## src/rtl/bw_region_locator.sv

```systemverilog
// bw_region_locator: per-frame bounding box and pixel count of dark pixels.
// Dark pixels count only when they belong to a horizontal run of at least
// MIN_RUN consecutive dark pixels in one row. This rejects isolated noise.
// Results are registered once per frame and flagged with a one-cycle o_done.
module bw_region_locator #(
  parameter int WIDTH     = 640,
  parameter int HEIGHT    = 480,
  parameter int MIN_RUN   = 4,
  parameter int MIN_COUNT = 64
) (
  input  logic        i_clk,
  input  logic        i_rst,
  input  logic        i_start,
  input  logic        i_bw,
  input  logic        i_valid,
  output logic [9:0]  o_x_min,
  output logic [9:0]  o_x_max,
  output logic [8:0]  o_y_min,
  output logic [8:0]  o_y_max,
  output logic [18:0] o_count,
  output logic        o_found,
  output logic        o_done,
  output logic        o_busy
);

  localparam int XW = 10;
  localparam int YW = 9;
  localparam int CW = 19;
  localparam int RW = 4;

  localparam logic [XW-1:0] X_LAST   = XW'(WIDTH - 1);
  localparam logic [YW-1:0] Y_LAST   = YW'(HEIGHT - 1);
  localparam logic [RW-1:0] RUN_FULL = RW'(MIN_RUN);
  localparam logic [RW-1:0] RUN_PRE  = RW'(MIN_RUN - 1);
  localparam logic [XW-1:0] RUN_BACK = XW'(MIN_RUN - 1);
  localparam logic [CW-1:0] RUN_CNT  = CW'(MIN_RUN);
  localparam logic [CW-1:0] CNT_MIN  = CW'(MIN_COUNT);

  typedef enum logic [1:0] {
    S_IDLE = 2'd0,
    S_SCAN = 2'd1,
    S_DONE = 2'd2,
    S_WAIT = 2'd3
  } state_t;

  state_t        state_q, state_d;
  logic [XW-1:0] x_q, x_d;
  logic [YW-1:0] y_q, y_d;
  logic [RW-1:0] run_q, run_d;
  logic [CW-1:0] count_q, count_d;
  logic [XW-1:0] x_min_q, x_min_d, x_max_q, x_max_d;
  logic [YW-1:0] y_min_q, y_min_d, y_max_q, y_max_d;
  logic          hit_q, hit_d;

  logic [XW-1:0] o_x_min_q, o_x_min_d, o_x_max_q, o_x_max_d;
  logic [YW-1:0] o_y_min_q, o_y_min_d, o_y_max_q, o_y_max_d;
  logic [CW-1:0] o_count_q, o_count_d;
  logic          o_found_q, o_found_d;
  logic          o_done_q, o_done_d;

  // Left edge of a run that has just reached MIN_RUN at column x_q.
  logic [XW-1:0] run_start;
  assign run_start = x_q - RUN_BACK;

  // Next-state, scan accumulation and result capture.
  always_comb begin
    state_d   = state_q;
    x_d       = x_q;
    y_d       = y_q;
    run_d     = run_q;
    count_d   = count_q;
    x_min_d   = x_min_q;
    x_max_d   = x_max_q;
    y_min_d   = y_min_q;
    y_max_d   = y_max_q;
    hit_d     = hit_q;
    o_x_min_d = o_x_min_q;
    o_x_max_d = o_x_max_q;
    o_y_min_d = o_y_min_q;
    o_y_max_d = o_y_max_q;
    o_count_d = o_count_q;
    o_found_d = o_found_q;
    o_done_d  = 1'b0;

    unique case (state_q)
      S_IDLE: begin
        if (i_start) begin
          state_d = S_SCAN;
          x_d     = '0;
          y_d     = '0;
          run_d   = '0;
          count_d = '0;
          x_min_d = '1;
          x_max_d = '0;
          y_min_d = '1;
          y_max_d = '0;
          hit_d   = 1'b0;
        end
      end

      S_SCAN: begin
        if (i_valid) begin
          // Run filter: the pixel that completes a run back-fills the whole run.
          if (!i_bw) begin
            run_d = '0;
          end else if (run_q == RUN_PRE) begin
            run_d   = RUN_FULL;
            count_d = count_q + RUN_CNT;
            if (run_start < x_min_q) x_min_d = run_start;
            if (x_q > x_max_q)       x_max_d = x_q;
            if (y_q < y_min_q)       y_min_d = y_q;
            if (y_q > y_max_q)       y_max_d = y_q;
            hit_d = 1'b1;
          end else if (run_q == RUN_FULL) begin
            count_d = count_q + CW'(1);
            if (x_q > x_max_q) x_max_d = x_q;
            if (y_q > y_max_q) y_max_d = y_q;
          end else begin
            run_d = run_q + RW'(1);
          end

          // Raster advance; a run never carries into the next row.
          if (x_q == X_LAST) begin
            x_d   = '0;
            y_d   = y_q + YW'(1);
            run_d = '0;
            if (y_q == Y_LAST) state_d = S_DONE;
          end else begin
            x_d = x_q + XW'(1);
          end
        end
      end

      S_DONE: begin
        o_count_d = count_q;
        o_found_d = (count_q >= CNT_MIN);
        o_x_min_d = hit_q ? x_min_q : '0;
        o_x_max_d = hit_q ? x_max_q : '0;
        o_y_min_d = hit_q ? y_min_q : '0;
        o_y_max_d = hit_q ? y_max_q : '0;
        o_done_d  = 1'b1;
        state_d   = S_WAIT;
      end

      S_WAIT: begin
        // A held start must not launch another frame.
        if (!i_start) state_d = S_IDLE;
      end

      default: state_d = S_IDLE;
    endcase
  end

  // State and result registers; reset discards any partial frame.
  always_ff @(posedge i_clk or posedge i_rst) begin
    if (i_rst) begin
      state_q   <= S_IDLE;
      x_q       <= '0;
      y_q       <= '0;
      run_q     <= '0;
      count_q   <= '0;
      x_min_q   <= '0;
      x_max_q   <= '0;
      y_min_q   <= '0;
      y_max_q   <= '0;
      hit_q     <= 1'b0;
      o_x_min_q <= '0;
      o_x_max_q <= '0;
      o_y_min_q <= '0;
      o_y_max_q <= '0;
      o_count_q <= '0;
      o_found_q <= 1'b0;
      o_done_q  <= 1'b0;
    end else begin
      state_q   <= state_d;
      x_q       <= x_d;
      y_q       <= y_d;
      run_q     <= run_d;
      count_q   <= count_d;
      x_min_q   <= x_min_d;
      x_max_q   <= x_max_d;
      y_min_q   <= y_min_d;
      y_max_q   <= y_max_d;
      hit_q     <= hit_d;
      o_x_min_q <= o_x_min_d;
      o_x_max_q <= o_x_max_d;
      o_y_min_q <= o_y_min_d;
      o_y_max_q <= o_y_max_d;
      o_count_q <= o_count_d;
      o_found_q <= o_found_d;
      o_done_q  <= o_done_d;
    end
  end

  assign o_x_min = o_x_min_q;
  assign o_x_max = o_x_max_q;
  assign o_y_min = o_y_min_q;
  assign o_y_max = o_y_max_q;
  assign o_count = o_count_q;
  assign o_found = o_found_q;
  assign o_done  = o_done_q;
  assign o_busy  = (state_q == S_SCAN);

endmodule

```

## config.mk

```make
export PLATFORM = sky130hd
export DESIGN_NAME = bw_region_locator
export DESIGN_NICKNAME = d
export VERILOG_FILES = /design/src/rtl/bw_region_locator.sv
export SDC_FILE = /design/constraint.sdc
export NUM_CORES = 1
export LEC_CHECK = 0
export BUFFER_PORTS_ARGS = -buffer_cell sky130_fd_sc_hd__buf_4
export CORE_AREA = 2 2 121 123
export DETAILED_ROUTE_END_ITERATION = 12
export DIE_AREA = 0 0 123 125
export PLACE_DENSITY = 0.86
export SYNTH_ARGS = -nofsm -noshare
export SYNTH_HDL_FRONTEND = slang
export SYNTH_SLANG_ARGS = --single-unit
export TNS_END_PERCENT = 20
```

## constraint.sdc

```tcl
create_clock -name i_clk -period 4.8 [get_ports i_clk]
set_input_delay 0.72 -clock i_clk [delete_from_list [all_inputs] [get_ports i_clk]]
set_output_delay 0.72 -clock i_clk [all_outputs]
set_load 0.005 [all_outputs]
```

-- Yosys cells after proc, flatten, opt, wreduce, memory -nomap -nowiden
Index checks and enable logic that the tools add are counted.
- output and inout port bits: 60
- bits of input ports: 5
- bits in registers: 142
- multiplexer cells: 61
- add/sub/neg operators: 6
- reductions and logical operators: 10
- equal/unequal tests: 18
- order comparisons: 5
- operators by type and width (operator ; number):
    $mux W10 ; 15
    $mux W9 ; 15
    $mux W19 ; 5
    $pmux W10 S2 ; 3
    $pmux W9 S2 ; 3
    $pmux W19 S2 ; 1
    $mux W4 ; 6
    $add A19 B1 Y19 const B ; 1
    $add A19 B3 Y19 const B ; 1
    $ge A19 B7 Y1 const B ; 1
    $reduce_and A5 Y1 ; 3
    $reduce_and A6 Y1 ; 2
    $add A10 B1 Y10 const B ; 1
    $eq A10 B10 Y1 const B ; 1
    $gt A10 B10 Y1 ; 1
    $lt A10 B10 Y1 ; 1
    $mux W2 ; 5
    $ne A2 B1 Y1 const B ; 5
    $sub A10 B2 Y10 const B ; 1
    $add A9 B1 Y9 const B ; 1
    $eq A9 B9 Y1 const B ; 1
    $gt A9 B9 Y1 ; 1
    $lt A9 B9 Y1 ; 1
    $ne A2 B2 Y1 const B ; 4
    other kinds (15) ; 21

-- Logic depth before layout (Yosys ltp)
- depth after elaboration: 7
- depth in mapped cells: 13
- gate-level depth less buffers: 11

-- Least setup slack after synthesis
OpenSTA, ideal clock, no wires.
- path kind: reg-to-reg
- start: reg x_q[3]
- end: reg x_min_q[2]
- data required time: 4.674 ns
- period minus slack after synthesis: 3.280 ns
- setup time: 0.126 ns
- stages on the path, launching flop included: 13
- arrival: 3.154 ns
- setup slack: 1.520 ns
- path buffers: 2
- path through: dfrtp_1 buf_6 or4_4 or3_4 nor3_4 xor2_2 ha_1 a21oi_1 nand2_2 a2111oi_2 a21oi_1 buf_6 o32a_1
- word-level cells in the longest chain between the ends: 4
- ends and longest elaborated chain (what ; line ; RTL):
    start, declared ; 47 ; logic [XW-1:0] x_q, x_d;
    start signal, assigned ; 158 ; x_q <= '0;
    start signal, assigned ; 176 ; x_q <= x_d;
    $sub A10 B2 Y10 ; 63 ; assign run_start = x_q - RUN_BACK;
    $lt A10 B10 Y1 ; 109 ; if (run_start < x_min_q) x_min_d = run_start;
    $ne A2 B1 Y1 (no line) ; - ;
    $reduce_and A6 Y1 (no line) ; - ;
    end signal, assigned ; 180 ; x_min_q <= x_min_d;
    end, declared ; 51 ; logic [XW-1:0] x_min_q, x_min_d, x_max_q, x_max_d;
No other way between the ends.
A chain may end at the register's enable or synchronous reset.

-- Worst setup path after layout
- start: reg x_q[2]
- end: reg x_min_q[5]
- word-level cells in the longest chain between the ends: 6
- ends and longest elaborated chain (what ; line):
    $sub A10 B2 Y10 * ; 63
    branches (longest 5 deep; another with $lt A10 B10 Y1) ; -
Mark *: on every way between the ends. The select of a mux whose other input is x is not followed.

==> results.json <==
{
  "rsz0062_at_grt": "no",
  "cts_setup_buffers": 0,
  "antenna_left": 0,
  "first_pass_iters": 5,
  "period_needed_ns": 3.84,
  "r2r_start": "x_q[2]",
  "vias": 5781,
  "clock_tree.buffer_depth": 2,
  "grt_pass1_wl_um": 28400,
  "wl_per_cell_um": 16.7,
  "yosys_warnings": 0,
  "p_int_mw": 2.32,
  "grtUsageTotal_pct": 23.2,
  "relSlewSlack_pct": 24.4,
  "initial_core_util_pct": 52.9,
  "report.power.total_mw": 3.23,
  "ctsRootBufferMaster": "clkbuf_16",
  "maxCapViolations": 0,
  "synthCells": 760,
  "htreeDepth": 4,
  "clkSinkCount": 142,
  "p_sw_share_pct": 28.4,
  "syn_area_per_cell_sq_um": 9.88,
  "io_pins": 65,
  "max_freq_mhz": 260,
  "status": "finished clean",
  "ctsResizeCount": 0,
  "finalNonFillerCells": 1012,
  "seqPwrFrac_pct": 44.0,
  "final_util_pct": 61.4,
  "worstSetupEndpointType": "register",
  "avgViaCountPerCell": 5.71,
  "num_antenna_cells": 0,
  "p_comb_share_pct": 15.0,
  "slew_viol_final": 0,
  "power.switching_mw": 0.917,
  "cp-start-kind": "register",
  "setup_viol": 0,
  "p_per_area_nw_per_um2": 371,
  "cts_tree": "yes",
  "peakVddDrop_v": 0.000253,
  "ys_types": 65,
  "skew_ns": 0.00753,
  "ctsHoldBuffers": 0,
  "yosysSeqAreaShare_pct": 47.3,
  "die_area_sq_um": 15400,
  "yosys.area.top_type_share_pct": 47.3,
  "power_frac_clock_pct": 41.1,
  "first_iter_violations": 461,
  "crit_path_start": "x_q[2]",
  "final_cell_area_sq_um": 8720,
  "fin_hold_ws_ns": 0.470,
  "grt_max_degree": 101,
  "synth_seq_cells": 142,
  "die_width_um": 123,
  "hold_viol_final": 0,
  "num-fill-cells": 1182,
  "wl_um": 16900,
  "placed_area_sq_um": 8130,
  "area_growth_pct": 16.1,
  "final_nets": 870,
  "dp_hpwl_um": 10900,
  "insertion_delay_ns": 0.43,
  "place.port_buffers": 64,
  "num_rows": 44,
  "yosysTopAreaCell": "dfrtp_1",
  "netlist_top_cells_area": "dfrtp_1 47%, ha_1 8.2%, inv_1 4.6%",
  "synth-edff-count": 0,
  "critical_path_class": "register to register",
  "postSynth.asyncResetShare_pct": 100,
  "setup_slack_ns": 0.956,
  "dp_slack_ns": 0.988,
  "die_h_um": 125,
  "path_clk_slew_ns": 0.06,
  "finalCritPeriodShare_pct": 80.1,
  "ys.flop_type": "dfrtp_1",
  "p_leak_nw": 4.16,
  "grt_antenna_before_repair": 0,
  "cp.required_ns": 5.11,
  "cpMaxStageDelayCell": "a21oi_1",
  "synth_nets": 814,
  "grt_pass1_vias": 5829,
  "crit_arrival_ns": 4.16,
  "design.core.area_sq_um": 14200,
  "fin_tns_setup_ns": 0,
  "grt.overflow.total": 0,
  "dp_cells": 981,
  "crit_fanout": 14,
  "path_cells": "or4_4 -> or3_4 -> xnor2_1 -> ha_1 -> nand2_1 -> nor3_1 -> o31ai_1 -> a21oi_1 -> a21oi_2 -> o32a_1",
  "gp_congestion": 0.912,
  "hold_class": "input port to asynchronous set/reset pin",
  "route.detailed.drc": 0,
  "drive_gt1_share_pct": 17.0,
  "numCtsBuffers": 17,
  "max_stage_delay_ns": 0.83,
  "netlist_area_sq_um": 7510,
  "tightest_slew_ns": 1.13
}
==> sequential cells by signal, indices dropped and copies added, names as in the netlist <==
register	cells
x_max_q	10
run_q	4
count_q	19
o_done	1
state_q	2
o_x_max	10
o_y_min	9
y_max_q	9
o_count	19
o_y_max	9
y_q	9
o_x_min	10
x_min_q	10
y_min_q	9
x_q	10
hit_q	1
o_found	1
==> synthesized netlist by cell type (all sizes together), types with 7 or more instances <==
library cell  count
a21o              7
a21oi            18
a22o             11
a311oi            9
and2              7
and3              8
and4              7
buf              14
clkbuf           20
dfrtp           142
ha               49
inv              94
mux2             21
mux2i            12
nand2            62
nand3            30
nand4            12
nor2             51
nor3             20
o21ai            55
o22ai            11
o32a              8
xor2             28
==> cell type report <==
| class | count | area, sq um | share of cell area [%] |
|---|---|---|---|
| repair buffers | 71 | 533 | 6.11 |
| inverters | 94 | 358 | 4.10 |
| clock buffers | 27 | 513 | 5.88 |
| flip-flops and latches | 142 | 3550 | 40.8 |
| well taps | 184 | 230 | 2.64 |
| multi-input cells | 490 | 3450 | 39.6 |
| clock inverters | 4 | 76.3 | 0.875 |
==> worst paths after layout <==
check,cells past startpoint,end,slack (ns)
worst min-delay path,2,o_x_max[5],0.47
worst max-delay path,10,x_min_q[5],0.96
worst min register to register,2,o_y_min[4],0.50
max in group asynchronous,3,o_done,3.19
min in group i_clk,2,o_y_min[4],0.50
worst max register to register,10,x_min_q[5],0.96
==> power by group through the flow <==
stage                     clock, mW  sequential [mW]  combinational (mW)
after floorplan                   0             1.36               0.433
after global placement            0             1.43               0.445
after detailed placement          0             1.44               0.467
after CTS                      1.35             1.42               0.480
after global routing           1.39             1.44               0.550
final                          1.33             1.42               0.484
==> cells by family after synthesis <==
kind of cell               share of synthesized area, %
DFF                                                47.3
AOI/OAI and AO/OA                                  13.4
muxes                                              4.75
xor gates and xnor gates                           3.83
and+or+nand+nor                                    15.8
buffers and inverters                              6.77
adders and majority gates                          8.17
==> placed cells by master, fill, tap and decap left out, types with 3 or more instances in the layout <==
cell type	netlist	routed
a211o_1	3	3
a21o_1	7	7
a21oi_1	16	16
a221oi_1	3	3
a22o_1	11	11
a311oi_1	9	9
and2_1	6	6
and3_1	8	8
and4_1	7	7
buf_4	1	71
clkbuf_1	20	5
clkbuf_16	0	17
clkbuf_8	0	5
dfrtp_1	142	142
ha_1	49	48
inv_1	93	92
mux2_2	21	21
mux2i_1	12	12
nand2_1	60	60
nand2b_1	3	3
nand3_1	30	30
nand4_1	12	12
nand4b_1	5	5
nor2_1	50	50
nor2b_1	5	5
nor3_1	18	18
nor4_1	5	5
o211ai_1	3	3
o21ai_0	54	54
o22ai_1	11	11
o31ai_1	6	6
o32a_1	8	8
or3_1	4	4
xnor2_1	4	4
xor2_1	27	27
==> critical path: cells and delay by family (launching register included) <==
family | cells | cell delay [ns]
xor gates and xnor gates | 1 | 0.16
adders and majority gates | 1 | 0.33
AOI/OAI and AO/OA | 4 | 1.46
DFF | 1 | 0.53
and+or+nand+nor | 4 | 1.24
==> per-layer routing <==
| layer | global-route usage (%) | routed length [um] |
|---|---|---|
| met5 | 0 | 0 |
| met3 | 4.84 | 914 |
| met4 | 9.69 | 354 |
| met1 | 31.0 | 7580 |
| met2 | 36.7 | 8050 |
Note: power is estimated with default switching activity, not from simulation.
